==> src/rtl/dmem_ahb_master.sv <==
// Single-outstanding data-memory port bridging a core load/store request
// channel onto an AHB-Lite master, with misalignment, error and timeout handling.
module dmem_ahb_master #(
  parameter int TIMEOUT_CYCLES = 16
) (
  input  logic        clk,
  input  logic        sync_reset,
  input  logic        req_valid,
  output logic        req_ready,
  input  logic        req_write,
  input  logic [31:0] req_addr,
  input  logic [1:0]  req_size,
  input  logic [31:0] req_wdata,
  output logic        rsp_valid,
  output logic [31:0] rsp_rdata,
  output logic        rsp_error,
  output logic [31:0] HADDR,
  output logic [1:0]  HTRANS,
  output logic        HWRITE,
  output logic [2:0]  HSIZE,
  output logic [2:0]  HBURST,
  output logic [31:0] HWDATA,
  input  logic [31:0] HRDATA,
  input  logic        HREADY,
  input  logic        HRESP
);

  localparam logic [2:0] S_IDLE  = 3'd0;
  localparam logic [2:0] S_ADDR  = 3'd1;
  localparam logic [2:0] S_DATA  = 3'd2;
  localparam logic [2:0] S_ERR   = 3'd3;
  localparam logic [2:0] S_MISAL = 3'd4;

  // Counter only needs to reach TIMEOUT_CYCLES-1; the last wait cycle aborts.
  localparam int CW = (TIMEOUT_CYCLES > 1) ? $clog2(TIMEOUT_CYCLES) : 1;
  localparam logic [CW-1:0] TO_LAST = CW'(TIMEOUT_CYCLES - 1);

  logic [2:0]    state;
  logic [31:0]   addr_q;
  logic [1:0]    size_q;
  logic          write_q;
  logic [31:0]   wdata_q;
  logic [CW-1:0] to_cnt;
  logic          misaligned;

  assign misaligned = (req_size == 2'd3) ||
                      ((req_size == 2'd1) && req_addr[0]) ||
                      ((req_size == 2'd2) && (req_addr[1:0] != 2'b00));

  assign req_ready = (state == S_IDLE);
  assign HBURST    = 3'b000;

  // NOTE: every output is given a default before the case so no path can infer a latch.
  always_comb begin
    HADDR  = 32'h0;
    HTRANS = 2'b00;
    HWRITE = 1'b0;
    HSIZE  = 3'b000;
    HWDATA = 32'h0;
    case (state)
      S_ADDR: begin
        HADDR  = addr_q;
        HTRANS = 2'b10;
        HWRITE = write_q;
        HSIZE  = {1'b0, size_q};
      end
      S_DATA, S_ERR: HWDATA = wdata_q;
      default: ;
    endcase
  end

  // NOTE: sequential state uses non-blocking assignments so all registers update together at the edge.
  always_ff @(posedge clk) begin
    if (sync_reset) begin
      state     <= S_IDLE;
      addr_q    <= 32'h0;
      size_q    <= 2'd0;
      write_q   <= 1'b0;
      wdata_q   <= 32'h0;
      to_cnt    <= '0;
      rsp_valid <= 1'b0;
      rsp_rdata <= 32'h0;
      rsp_error <= 1'b0;
    end else begin
      rsp_valid <= 1'b0;
      rsp_rdata <= 32'h0;
      rsp_error <= 1'b0;
      case (state)
        S_IDLE: begin
          if (req_valid) begin
            addr_q  <= req_addr;
            size_q  <= req_size;
            write_q <= req_write;
            wdata_q <= req_wdata;
            state   <= misaligned ? S_MISAL : S_ADDR;
          end
        end
        S_ADDR: begin
          if (HREADY) begin
            state  <= S_DATA;
            to_cnt <= '0;
          end
        end
        S_DATA: begin
          if (HREADY) begin
            // HRESP with HREADY high is a protocol violation; report it as an error.
            state     <= S_IDLE;
            rsp_valid <= 1'b1;
            rsp_error <= HRESP;
            rsp_rdata <= (!write_q && !HRESP) ? HRDATA : 32'h0;
          end else if (HRESP) begin
            state <= S_ERR;
          end else if (to_cnt == TO_LAST) begin
            state     <= S_IDLE;
            rsp_valid <= 1'b1;
            rsp_error <= 1'b1;
          end else begin
            to_cnt <= to_cnt + 1'b1;
          end
        end
        S_ERR: begin
          if (HREADY) begin
            state     <= S_IDLE;
            rsp_valid <= 1'b1;
            rsp_error <= 1'b1;
          end
        end
        S_MISAL: begin
          state     <= S_IDLE;
          rsp_valid <= 1'b1;
          rsp_error <= 1'b1;
        end
        default: state <= S_IDLE;
      endcase
    end
  end

endmodule

==> config.mk <==
export PLATFORM = sky130hd
export DESIGN_NAME = dmem_ahb_master
export DESIGN_NICKNAME = d
export VERILOG_FILES = /design/src/rtl/dmem_ahb_master.sv
export SDC_FILE = /design/constraint.sdc
export NUM_CORES = 1
export LEC_CHECK = 0
export CAP_MARGIN = 20
export CORE_MARGIN = 2
export CORE_UTILIZATION = 40
export CTS_CLUSTER_DIAMETER = 100
export DETAILED_ROUTE_END_ITERATION = 12
export PLACE_DENSITY = 0.9
export SYNTH_ARGS = -nofsm -noshare
export SYNTH_HDL_FRONTEND = slang
export SYNTH_SLANG_ARGS = --single-unit
==> constraint.sdc <==
create_clock -name clk -period 2.23 [get_ports clk]
set_clock_uncertainty 0.2 [all_clocks]
set_input_delay 0.5575 -clock clk [delete_from_list [all_inputs] [get_ports clk]]
set_output_delay 0.5575 -clock clk [all_outputs]
set_load 0.03 [all_outputs]
[Word level (Yosys, flattened, before mapping)]
Cells that the tools add are included.
Operators by class
  add/subtract/negate cells: 1
  equal/unequal tests: 15
  multiplexer cells: 25
  bitwise logic cells: 3
  reductions and logical operators: 15
Operator list (number)
  32-bit 2-to-1 mux: 2
  3-bit 2-to-1 mux: 7
  4-bit 2-to-1 mux: 4
  2-bit != test (second input constant): 6
  3-bit one-hot mux with 4 select lines: 1
  4-bit one-hot mux with 2 select lines: 1
  3-bit by 2-bit equality test with 1-bit output (second input constant): 2
  1-bit 2-to-1 mux: 6
  1-bit one-hot mux with 3 select lines: 2
  5-bit AND reduction: 1
  4-bit by 1-bit adder with 4-bit output (second input constant): 1
  2-bit equality test (second input constant): 2
  4-bit equality test (second input constant): 1
  2-bit 2-to-1 mux: 2
  4-bit != test (second input constant): 1
  4-bit AND reduction: 1
  2-bit nonzero test: 2
  4-bit OR reduction: 1
  3-bit by 1-bit equality test with 1-bit output (second input constant): 1
  3-bit equality test (second input constant): 1
  1-bit logical AND: 3
  3-bit zero test: 1
  1-bit inverter: 3
  2-bit by 1-bit equality test with 1-bit output (second input constant): 1
  other kinds (4): 6
Storage, ports and cells
  flip-flop bits (word level): 108
  output and inout port bits: 108
  word-level logic and storage cells: 68

[Depth between registers and ports, before layout]
  word-level depth: 7
  depth in mapped cells: 8
  depth with buffers taken out: 5

[Worst setup path after synthesis]
No wires, ideal clock.
  kind: flip-flop to output port
  start point: reg state[1]
  end point: out HADDR[0]
  arrival time: 1.595 ns
  required time: 1.472 ns
  slack: -0.122 ns
  cell stages (with the launch flop): 5
  path through: dfxtp_1 -> buf_4 -> nor3b_2 -> clkbuf_1 -> and2_1
Between the ends
  word-level cells in the longest chain between the ends: 2
Ends and longest elaborated chain
  start, declared: line 38  | logic [2:0] state;
  start signal, assigned: line 95  | state <= misaligned ? S_MISAL : S_ADDR;
  3-bit by 1-bit equality test with 1-bit output: line 60  | case (state)
  32-bit 2-to-1 mux: line 60
  end, declared: line 17  | output logic [31:0] HADDR,
No other way between the ends.

[Worst setup path in the final report]
  start point: reg state[2]
  end point: out HADDR[27]
Same word-level chain as after synthesis.

==> results.sh <==
export IMPL_r2r_cells=4
export IMPL_dpl_cell_area_um2=6300
export IMPL_final_cells=841
export IMPL_yosys_cell_count_top_type="nand2_1"
export IMPL_synth_top_area_share_pct=50.4
export IMPL_syn_cell_area_um2=4290
export IMPL_slew_viol_final=0
export IMPL_dp_cells=820
export IMPL_antenna_found_initial=0
export IMPL_critPathKind="register to output pin"
export IMPL_dpl_hpwl_mm=8.31
export IMPL_die_w_um=108
export IMPL_setup_ws_ns=-0.0374
export IMPL_clock_sinks=108
export IMPL_diodes=0
export IMPL_post_drt_via_cell_ratio=4.83
export IMPL_port_buffers=206
export IMPL_fmax_ghz=0.441
export IMPL_grt_first_pass_wirelength_mm=18.3
export IMPL_ys_seq_area_share_pct=50.4
export IMPL_leakage_nw=2.77
export IMPL_synth_area_leader_cell="dfxtp_1"
export IMPL_clk_pin_slew_ns=0.10
export IMPL_cpMaxStageDelayCell="dfxtp_4"
export IMPL_drive_above_1_share_pct=23.3
export IMPL_drt_pass1_iter_count=7
export IMPL_start_util_pct=41.4
export IMPL_syn_inst=504
export IMPL_path_cells="nor3b_4 > buf_6 > and2_4 > buf_6"
export IMPL_crit_path_max_incr_delay_ns=0.38
export IMPL_coreArea_um2=10400
export IMPL_drcViolationCount=0
export IMPL_rr_startpoint="state[1]$_SDFFE_PP0P_"
export IMPL_violations="setup timing"
export IMPL_reg2reg_slack_ns=0.41
export IMPL_hold_path_endpoint="addr_q[26]$_SDFFE_PP0P_"
export IMPL_clkLatencyLatePin_ns=0.37
export IMPL_cp_arrival_ns=1.51
export IMPL_areaGrowthSynthToFinish_pct=60.7
export IMPL_drt_total_wl_mm=12.4
export IMPL_synth_ff_type="dfxtp_1"
export IMPL_status="finished, violations left"
export IMPL_fp_dieH_um=108
export IMPL_nNetsFinal=805
export IMPL_grt_pass1_vias=3894
export IMPL_period_minus_slack_ns=2.27
export IMPL_gp_congestion=0.805
export IMPL_async_flop_share_pct=0
export IMPL_cap_violations=0
export IMPL_final_util_pct=66.5
export IMPL_cts_tree="yes"
export IMPL_final_area_um2=6890
export IMPL_max_clock_path_buffers=2
export IMPL_syn_avg_cell_area_um2=8.51
export IMPL_synth_edf_count=0
export IMPL_crit_path_frequent_cell="buf_6"
export IMPL_detail_route_wl_per_cell_um=14.8
export IMPL_synth_warning_count=0
export IMPL_synth_seq_cells=108
export IMPL_setup_viol=42
export IMPL_grt_ovfl_total=0
export IMPL_hold_path_class="register to register"
export IMPL_cts_made_buffers=9
export IMPL_holdPathStages=2
export IMPL_synthTopCellsByArea="dfxtp_1 (50%), and2_1 (15%), nand2_1 (11%)"
export IMPL_groute_usage_overall_pct=19.8
export IMPL_path_max_fanout=18
export IMPL_rows=37
export IMPL_synth_common_cells="nand2_1 (128), dfxtp_1 (108), and2_1 (100)"
export IMPL_hold_viol_final=0
export IMPL_vias=4062
export IMPL_fin_setup_tns_ns=-0.601
export IMPL_timing_rr_end="rsp_rdata[16]$_SDFF_PP0_"
export IMPL_cts_root_buffer="clkbuf_8"
export IMPL_ios=212
export IMPL_min_from="addr_q[26]$_SDFFE_PP0P_"
export IMPL_rsz0062_at_grt="true"
export IMPL_endpoint_kind="output pin"
export IMPL_cts_hold_repair_buffers=0
export IMPL_critPathLaunchType="register"
export IMPL_critPathRequiredTime_ns=1.47
export IMPL_irDropWorstVdd_uv=419
export IMPL_final_period_utilization_pct=102
export IMPL_dp_slack_ns=-0.000266
export IMPL_ys_types=42
export IMPL_dieArea_um2=11600
export IMPL_grt_max_degree=78
export IMPL_htree_levels=3
export IMPL_drtIter0Drc=271
export IMPL_ant_nets=0
export IMPL_crit_buf_inv=2
export IMPL_crit_family="simple AND/OR/NAND/NOR gates"
export IMPL_p_per_area_nw_per_um2=610
layout by cell type (no fill, tap or decap), types with 3 or more instances in the layout:
cell,Yosys,routed
nand3_1,3,3
a21oi_2,10,10
clkdlybuf4s50_1,0,136
nand4_1,3,3
inv_8,0,3
nor2_1,7,7
nand2_2,10,11
dfxtp_1,108,105
a21oi_1,61,61
buf_4,10,11
nand2_1,128,127
conb_1,1,5
buf_12,0,7
nor3_1,3,3
and2_4,0,28
buf_6,4,67
and2_1,100,71
clkbuf_8,0,10
dfxtp_4,0,3
logic make-up (layout without fill, tap and decap cells):
logic type      after synthesis  count (layout)  share of synthesized area, %
compound gates               79              79                          10.6
simple gates                268             268                          32.0
flops                       108             108                          50.4
other cells                   1               5                        0.0874
xor+xnor                      1               1                         0.204
mux                           2               2                         0.525
buf+inv                      44             241                          5.89
fa+ha+maj                     1               1                         0.292
flip-flops by register name, indices dropped and copies added (netlist names):
register   flops
addr_q        32
rsp_error      1
state          3
write_q        1
wdata_q       32
to_cnt         4
rsp_valid      1
rsp_rdata     32
size_q         2
worst max path at each step:
stage          slack, ns  depth (start not counted)                   from                endpoint
2_1_floorplan       0.05                          4  state[1]$_SDFFE_PP0P_                HADDR[0]
3_3_place_gp        0.06                          5                 HREADY  to_cnt[0]$_SDFFE_PP0P_
3_5_place_dp     -0.0003                          5                 HREADY  to_cnt[0]$_SDFFE_PP0P_
4_1_cts            -0.07                          5  state[1]$_SDFFE_PP0P_                HADDR[7]
5_1_grt            -0.12                          5  state[2]$_SDFFE_PP0P_              HWDATA[24]
6_report           -0.04                          4  state[2]$_SDFFE_PP0P_               HADDR[27]
what timing repair did:
item | in CTS | in global routing
hold endpoints to repair | 0 | 0
pin swaps | 0 | 6
resized for setup | 37 | 73
buffers inserted | 4 | 2
setup endpoints to repair | 69 | 67
gates cloned | 1 | 0
report_power, final:
group | internal, W | switching (W)
Sequential | 0.00204 | 0.0000576
Combinational | 0.000398 | 0.000424
Clock | 0.000577 | 0.000713
routing by layer:
| layer | track usage (%) | vias up | wire [µm] |
|---|---|---|---|
| li1 | - | 1987 | - |
| met1 | 23.2 | 1900 | 4820 |
| met2 | 35.3 | 158 | 6600 |
| met3 | 4.54 | 17 | 830 |
| met4 | 6.78 | 0 | 151 |
| met5 | 0 | - | 0 |
per-stage QoR:
step | hold slack (ns) | total power [W]
global route | 0.280 | 0.00442
floorplan | 0.232 | 0.00256
finish | 0.257 | 0.00421
global placement | 0.237 | 0.00287
CTS | 0.258 | 0.00424
detailed placement | 0.242 | 0.00290
worst register-to-register path, stage by stage (launching register included):
cell and delay, ns:
dfxtp_4 0.40, buf_4 0.15, nor3b_4 0.37, and4_4 0.46, and2_1 0.18
cell type report:
| type | count | area, µm² |
|---|---|---|
| well taps | 136 | 170 |
| multi-input cells | 356 | 1980 |
| inverters | 2 | 7.51 |
| repair buffers | 223 | 2350 |
| flip-flops and latches | 108 | 2170 |
| clock inverters | 6 | 80.1 |
| clock buffers | 10 | 138 |
| fillers | 795 | 3480 |
No activity file was read; power rests on OpenSTA's default activity.
